`src/rtl/video_cap_pkg.sv`:
```
// Shared types and default window geometry for the raster capture and display paths.
package video_cap_pkg;

    typedef enum logic [1:0] {
        IDLE    = 2'd0,
        WAIT_VS = 2'd1,
        CAPTURE = 2'd2,
        DONE    = 2'd3
    } cap_state_t;

    localparam int unsigned PIX_W      = 8;
    localparam int unsigned CNT_W      = 12;
    localparam int unsigned CSUM_W     = 16;

    localparam int unsigned DEF_WIN_X0 = 591;
    localparam int unsigned DEF_WIN_Y0 = 191;
    localparam int unsigned DEF_WIN_W  = 128;
    localparam int unsigned DEF_WIN_H  = 128;
    localparam int unsigned DEF_AW     = 14;

endpackage

```
`src/rtl/vid_raster_counter.sv`:
```
// Sync edge detection, saturating column/line counters and the capture-window flag
// for a VGA-timed pixel stream.
module vid_raster_counter
    import video_cap_pkg::*;
#(
    parameter int unsigned WIN_X0 = DEF_WIN_X0,
    parameter int unsigned WIN_Y0 = DEF_WIN_Y0,
    parameter int unsigned WIN_W  = DEF_WIN_W,
    parameter int unsigned WIN_H  = DEF_WIN_H
) (
    input  logic iClk,
    input  logic iRst_L,
    input  logic iHsync,
    input  logic iVsync,
    input  logic iDe,
    output logic oSof_c,
    output logic oInWin_c
);

    localparam logic [CNT_W-1:0] CNT_MAX = {CNT_W{1'b1}};
    localparam logic [CNT_W-1:0] X_LO    = CNT_W'(WIN_X0);
    localparam logic [CNT_W-1:0] X_HI    = CNT_W'(WIN_X0 + WIN_W);
    localparam logic [CNT_W-1:0] Y_LO    = CNT_W'(WIN_Y0);
    localparam logic [CNT_W-1:0] Y_HI    = CNT_W'(WIN_Y0 + WIN_H);

    logic             hsyncQ;
    logic             vsyncQ;
    logic             deQ;
    logic [CNT_W-1:0] cx;
    logic [CNT_W-1:0] ly;
    logic             hsFall;

    // Syncs reset low so a reset release never looks like a falling edge.
    always_ff @(posedge iClk or negedge iRst_L) begin
        if (!iRst_L) begin
            hsyncQ <= 1'b0;
            vsyncQ <= 1'b0;
            deQ    <= 1'b0;
        end else begin
            hsyncQ <= iHsync;
            vsyncQ <= iVsync;
            deQ    <= iDe;
        end
    end

    assign hsFall = hsyncQ & ~iHsync;
    assign oSof_c = vsyncQ & ~iVsync;

    // cx counts qualified pixels already seen in this line; ly counts completed active lines.
    always_ff @(posedge iClk or negedge iRst_L) begin
        if (!iRst_L) begin
            cx <= '0;
            ly <= '0;
        end else begin
            if (hsFall) begin
                cx <= '0;
            end else if (iDe && (cx != CNT_MAX)) begin
                cx <= cx + CNT_W'(1);
            end

            if (oSof_c) begin
                ly <= '0;
            end else if (deQ && !iDe && (ly != CNT_MAX)) begin
                ly <= ly + CNT_W'(1);
            end
        end
    end

    assign oInWin_c = iDe && (cx >= X_LO) && (cx < X_HI) && (ly >= Y_LO) && (ly < Y_HI);

endmodule

```
`src/rtl/video_frame_writer.sv`:
```
// Captures one window of a raster pixel stream into image RAM per iArm.
// Optional CAPTURE_CHECKSUM_EN adds a 16-bit sum of the captured pixels.
module video_frame_writer
    import video_cap_pkg::*;
#(
    parameter int unsigned WIN_X0 = DEF_WIN_X0,
    parameter int unsigned WIN_Y0 = DEF_WIN_Y0,
    parameter int unsigned WIN_W  = DEF_WIN_W,
    parameter int unsigned WIN_H  = DEF_WIN_H,
    parameter int unsigned AW     = DEF_AW
) (
    input  logic             iClk,
    input  logic             iRst_L,
    input  logic             iArm,
    input  logic             iHsync,
    input  logic             iVsync,
    input  logic             iDe,
    input  logic [PIX_W-1:0] iPixel,
    output logic [AW-1:0]    oWrAddr,
    output logic [PIX_W-1:0] oWrData,
    output logic             oWrEn,
    output logic             oBusy,
    output logic             oDone,
    output logic             oShort
`ifdef CAPTURE_CHECKSUM_EN
    ,
    output logic [CSUM_W-1:0] oChecksum
`endif
);

    localparam int unsigned   NPIX      = WIN_W * WIN_H;
    localparam logic [AW-1:0] LAST_ADDR = AW'(NPIX - 1);

    cap_state_t       state;
    cap_state_t       stateNext;
    logic [AW-1:0]    addrCnt;
    logic [AW-1:0]    addrNext;
    logic [AW-1:0]    wrAddrNext;
    logic [PIX_W-1:0] wrDataNext;
    logic             wrEnNext;
    logic             busyNext;
    logic             doneNext;
    logic             shortNext;
    logic             sof;
    logic             inWin;

    vid_raster_counter #(
        .WIN_X0 (WIN_X0),
        .WIN_Y0 (WIN_Y0),
        .WIN_W  (WIN_W),
        .WIN_H  (WIN_H)
    ) uRaster (
        .iClk     (iClk),
        .iRst_L   (iRst_L),
        .iHsync   (iHsync),
        .iVsync   (iVsync),
        .iDe      (iDe),
        .oSof_c   (sof),
        .oInWin_c (inWin)
    );

    always_ff @(posedge iClk or negedge iRst_L) begin
        if (!iRst_L) begin
            state   <= IDLE;
            addrCnt <= '0;
            oWrEn   <= 1'b0;
            oWrAddr <= '0;
            oWrData <= '0;
            oBusy   <= 1'b0;
            oDone   <= 1'b0;
            oShort  <= 1'b0;
        end else begin
            state   <= stateNext;
            addrCnt <= addrNext;
            oWrEn   <= wrEnNext;
            oWrAddr <= wrAddrNext;
            oWrData <= wrDataNext;
            oBusy   <= busyNext;
            oDone   <= doneNext;
            oShort  <= shortNext;
        end
    end

    // SOF outranks a pixel in the same cycle; an arm coinciding with SOF waits for the next one.
    always_comb begin
        stateNext  = state;
        addrNext   = addrCnt;
        wrEnNext   = 1'b0;
        wrAddrNext = oWrAddr;
        wrDataNext = oWrData;
        doneNext   = oDone;
        shortNext  = oShort;
        case (state)
            IDLE, DONE: begin
                if (iArm) begin
                    stateNext = WAIT_VS;
                    doneNext  = 1'b0;
                    shortNext = 1'b0;
                end
            end
            WAIT_VS: begin
                if (sof) begin
                    stateNext = CAPTURE;
                    addrNext  = '0;
                end
            end
            CAPTURE: begin
                if (sof) begin
                    stateNext = DONE;
                    doneNext  = 1'b1;
                    shortNext = 1'b1;
                end else if (inWin) begin
                    wrEnNext   = 1'b1;
                    wrAddrNext = addrCnt;
                    wrDataNext = iPixel;
                    addrNext   = addrCnt + AW'(1);
                    if (addrCnt == LAST_ADDR) begin
                        stateNext = DONE;
                        doneNext  = 1'b1;
                    end
                end
            end
            default: stateNext = IDLE;
        endcase
        busyNext = (stateNext == WAIT_VS) || (stateNext == CAPTURE);
    end

`ifdef CAPTURE_CHECKSUM_EN
    // Running sum restarts when a capture begins and follows every write strobe.
    always_ff @(posedge iClk or negedge iRst_L) begin
        if (!iRst_L) begin
            oChecksum <= '0;
        end else if ((state == WAIT_VS) && sof) begin
            oChecksum <= '0;
        end else if (wrEnNext) begin
            oChecksum <= oChecksum + CSUM_W'(iPixel);
        end
    end
`endif

endmodule

```
`config.mk`:
```
export PLATFORM = sky130hd
export DESIGN_NAME = video_frame_writer
export DESIGN_NICKNAME = d
export VERILOG_FILES = /design/src/rtl/video_cap_pkg.sv /design/src/rtl/vid_raster_counter.sv /design/src/rtl/video_frame_writer.sv
export SDC_FILE = /design/constraint.sdc
export NUM_CORES = 1
export LEC_CHECK = 0
export ABC_AREA = 1
export CAP_MARGIN = 15
export CORE_MARGIN = 2
export CORE_UTILIZATION = 60
export DETAILED_ROUTE_END_ITERATION = 8
export GPL_TIMING_DRIVEN = 0
export PLACE_DENSITY = 0.84
export SYNTH_ARGS = -nofsm -noshare
export SYNTH_HDL_FRONTEND = slang
export SYNTH_HIERARCHICAL = 1
export SYNTH_SLANG_ARGS = --single-unit
```
`constraint.sdc`:
```
create_clock -name iClk -period 6.18 [get_ports iClk]
set_clock_uncertainty 0.1 [all_clocks]
set_input_delay 1.236 -clock iClk [delete_from_list [all_inputs] [get_ports iClk]]
set_output_delay 1.236 -clock iClk [all_outputs]
set_load 0.03 [all_outputs]
```
## Word-level counts from Yosys, hierarchy flattened

Cells that the tools add are included.

- Add/subtract/negate cells: 3
- $lt $le $gt $ge: 4
- Equal/unequal tests: 15
- Muxes and demuxes: 24
- Bitwise gates (word level): 5
- Reduce and logical (&&, ||, !) cells: 19

Operators by type and width:

| operator | count |
|---|---|
| $mux 12 | 4 |
| $mux 14 | 3 |
| $pmux 14 s2 | 1 |
| $add 12x1->12 const B | 2 |
| $ne 12x12->1 const B | 2 |
| $add 14x1->14 const B | 1 |
| $eq 14x14->1 const B | 1 |
| $ge 12x10->1 const B | 1 |
| $ge 12x8->1 const B | 1 |
| $lt 12x10->1 const B | 1 |
| $lt 12x9->1 const B | 1 |
| $mux 2 | 5 |
| $ne 2x2->1 const B | 5 |
| $mux 1 | 8 |
| $reduce_and 4->1 | 2 |
| $reduce_bool 2->1 | 4 |
| $logic_and 1x1->1 | 7 |
| $eq 2x2->1 const B | 3 |
| $ne 3x3->1 const B | 2 |
| $pmux 2 s3 | 1 |
| $reduce_and 3->1 | 2 |
| $eq 2x1->1 const B | 2 |
| $pmux 1 s2 | 2 |
| $not 1->1 | 3 |
| 5 further kinds | 6 |

- Flip-flop bits (word level): 69
- Input bits: 14
- Output and inout bits: 26
- Logic and storage cells: 83

## Depth between registers and ports, before layout

- Word-level depth: 10
- Depth in mapped cells: 18
- Depth with buffers taken out: 18

## By module

Netlist, hierarchy kept.

By module, submodules not included:

| module | instances | cells an instance | area each (µm²) | seq. area each (µm²) |
|---|---|---|---|---|
| video_frame_writer | 1 | 263 | 2,113.3 | 1,051.0 |
| vid_raster_counter | 1 | 241 | 1,671.6 | 675.6 |

## Worst setup path before layout

Ideal clock, no wire load.

- Path type: input to register
- Start: input port iDe
- End: register addrCnt[5]
- Data arrival time: 2,305 ps
- Slack: 3,658 ps
- Cell stages on the path: 13
- Buffers on the path: 0
- Cell sequence: nand2_1 nor3_1 nand3_1 nor2_1 nand2_1 inv_1 nor2_4 nor2_8 inv_4 nor2_4 nand2_1 nand2_1 nor2_1

- Longest elaborated chain between the ends: 6

Ends and longest elaborated chain:

| what | line | source |
|---|---|---|
| start: declaration | video_frame_writer.sv:17 | `input logic iDe,` |
| $logic_and 1x1->1 (4 in a row) | vid_raster_counter.sv:69 | `assign oInWin_c = iDe && (cx >= X_LO) && (cx < X_HI) && (ly >= Y_LO) && (ly < Y_HI);` |
| via inWin | video_frame_writer.sv:45 | `logic inWin;` |
| $ne 2x2->1 (no line) | - |  |
| $reduce_and 4->1 (no line) | - |  |
| end signal: assignment | video_frame_writer.sv:74 | `addrCnt <= addrNext;` |
| end: declaration | video_frame_writer.sv:36 | `logic [AW-1:0] addrCnt;` |

The timed path passes the listed nets, and every way through them passes these cells.
A chain may end at the register's enable or synchronous reset.

## Worst setup path in the final report

Same ends and word-level chain as after synthesis.

==> metrics <==
Mapped Area 0.00378 sq mm; Clk pin slew, worst setup/hold paths 0.07 ns; Async S/R FF share, synth 100%; hold path start oWrData[6]; CP Launch Type primary input; CTS tree yes; Worst Hold Slack 0.372 ns; number of buffers added for setup after CTS 0; RR Startpoint uRaster/cx[0]; FILL cells 451; Max Root-Sink Buffers 2; most used cell, CP nand2_1; worst vdd ir 0.158 mV; Syn-to-layout area delta 17.1%; Sequential Area 0.00173 sq mm; initial antenna violation count 0; core region area 0.00603 sq mm; multi-input logic area 0.00176 sq mm; clk sinks 69; IO buf count 39; drt via density 5.36; Mean Syn Cell Area 7.51 sq um; Cell variety after synth 33; Starting Density 62.8%; slowest stage delay, CP 0.58 ns; Yosys top cell by area dfrtp_1; Row Count 28; Synth Warn # 6; router iterations before antenna repair 4; post_cts resized 0; cells after synthesis 504; Die W 83.4 um; largest net degree at the start of global routing 70; Root Buffer clkbuf_8; unrepaired setup endpoints after global routing no; first-pass GRT wire length 13900 um; CP max stage cell clkdlybuf4s50_1; Worst Hold Class flop to flop; vias in the first global route 3197; routed wire length 7790 um; Worst slew margin 44.1%; Num CTS Buffers 9; Tightest Pin Transition 0.838 ns; DRT antenna net count 0; Layout Utilization 73.5%; post-DP HPWL 5650 um; crit path kind primary input to flop; die height 83.4 um; Worst EP required 6.32 ns; max-slew violations 0; Routed WL per cell 12.3 um; Residual DRC 0; Antenna diodes 0; DRT iter0 DRCs 165; Total Power 1210 uW; Power Density 273 mW/mm^2; Nets 573; Tcrit/Tclk final 49.4%; Overflow after GRT 0; share of layout cells above drive strength 1 8.98%; Cell Chain, Critical Path clkdlybuf4s50_1, nand2_1, nor3_1, nand3_1, nor2_1, nand2_1, inv_1, nor2_4, nor2_8, inv_4, nor2_4, nand2_1, nand2_1, nor2_1; WP data arrival 3.20 ns; H-tree depth 3; cts hold-fix bufs 0; syn_nets 523; maxcap violations 0; top_reg_cell synth dfrtp_1; Synth Register Bits 69; CP Max Fanout 10; Placer Congestion 0.881; worst skew pair latency 0.35 ns; final hold viol count 0; sequential share of the synthesized area 45.6%; outcome completed; Tmin final 3.05 ns; total global-route track usage 24.3%; DIE AREA 0.00696 sq mm; crit path from iDe; via count 3390; final setup fails 0; Synth area leaders dfrtp_1 (46%), nand2_1 (18%), inv_1 (5.6%); I/O pin total 40; Final TNS setup 0 ns; CP endpoint kind flop; fmax 0.328 GHz; Yosys top cell area share 45.6%; leakage 0.00216 uW; number of synthesized flops with an enable pin 0
==> cell usage after synthesis, types with 3 or more instances <==
cell type  number
o21ai_1        16
dfrtp_1        69
buf_2           5
ha_1            5
inv_2           3
nand2_1       180
nand2_2         4
a21oi_1         5
nand4_1        27
inv_1          56
nor3_1          6
o21ai_0        13
nor2_1         42
nor2_4          8
nor2_2          3
nand3_1        38
==> cells by family after synthesis <==
family          synth area share [%]
buf+inv                         7.97
fa+ha+maj                       1.65
simple gates                    37.9
flops                           45.6
compound gates                  5.92
xor+xnor                       0.926
==> worst paths after layout <==
check | end | slack, ns | depth (start not counted)
setup / recovery | addrCnt[5] | 3.13 | 14
hold / removal | oWrData[6] | 0.37 | 2
setup reg to reg | addrCnt[5] | 3.74 | 18
hold reg to reg | oWrData[6] | 0.37 | 2
max in group asynchronous | uRaster/ly[11] | 4.54 | 1
min in group asynchronous | oWrData[6] | 0.87 | 1
==> sequential cells by signal, summed over array words and instances, names as in the netlist <==
name	count
oShort	1
oWrData	8
uRaster/hsyncQ	1
oWrAddr	14
oBusy	1
uRaster/ly	12
uRaster/deQ	1
oWrEn	1
uRaster/vsyncQ	1
addrCnt	14
state	2
uRaster/cx	12
oDone	1
==> critical path: cells and delay by family <==
family	cells	cell delay [ns]
simple gates	11	1.19
buf+inv	3	0.76
==> routing by layer <==
metal | global-route usage [%] | wire (um) | part of all wire (%) | vias to the layer above
li1 | - | - | - | 1718
met5 | 0 | 0 | 0 | -
met4 | 9.82 | 114 | 1.5 | 0
met1 | 29.3 | 3460 | 44 | 1577
met2 | 42.4 | 3880 | 50 | 81
met3 | 5.27 | 337 | 4.3 | 14
==> power breakdown <==
group	internal, uW	switching [uW]	leakage [uW]	total, uW
sequential	496	45.9	0.000941	542
combinational	121	224	0.00113	346
clock	162	160	0.0000881	321
==> per-stage QoR <==
stage,instance area (sq um),instances,setup WS (ns)
3_3_place_gp,4270,618,1.51
3_5_place_dp,4270,618,2.77
5_1_grt,4430,632,2.98
6_report,4430,632,3.13
4_1_cts,4430,632,3.13
2_1_floorplan,3780,504,3.66
==> layout by cell type, fill, tap and decap left out, types with 3 or more instances in the layout <==
master / instances
nand2_2: 4
dfrtp_1: 69
nand3_1: 38
inv_1: 56
o21ai_0: 13
inv_2: 3
nand4_1: 27
nor2_2: 3
o21ai_1: 16
nor2_1: 42
buf_2: 5
clkdlybuf4s50_1: 38
ha_1: 5
nor2_4: 8
nor3_1: 6
nand2_1: 180
clkbuf_8: 11
a21oi_1: 5
==> layout make-up <==
type                       instances  share of cell area [%]
sequential                        69                    39.0
multi-input combinational        364                    39.6
buffer                             8                    1.24
clock buffer                      12                    3.50
tap                               75                    2.12
timing repair buffer              39                    8.75
inverter                          63                    5.56
clock inverter                     2                   0.226
No activity file was read; power rests on OpenSTA's default activity.
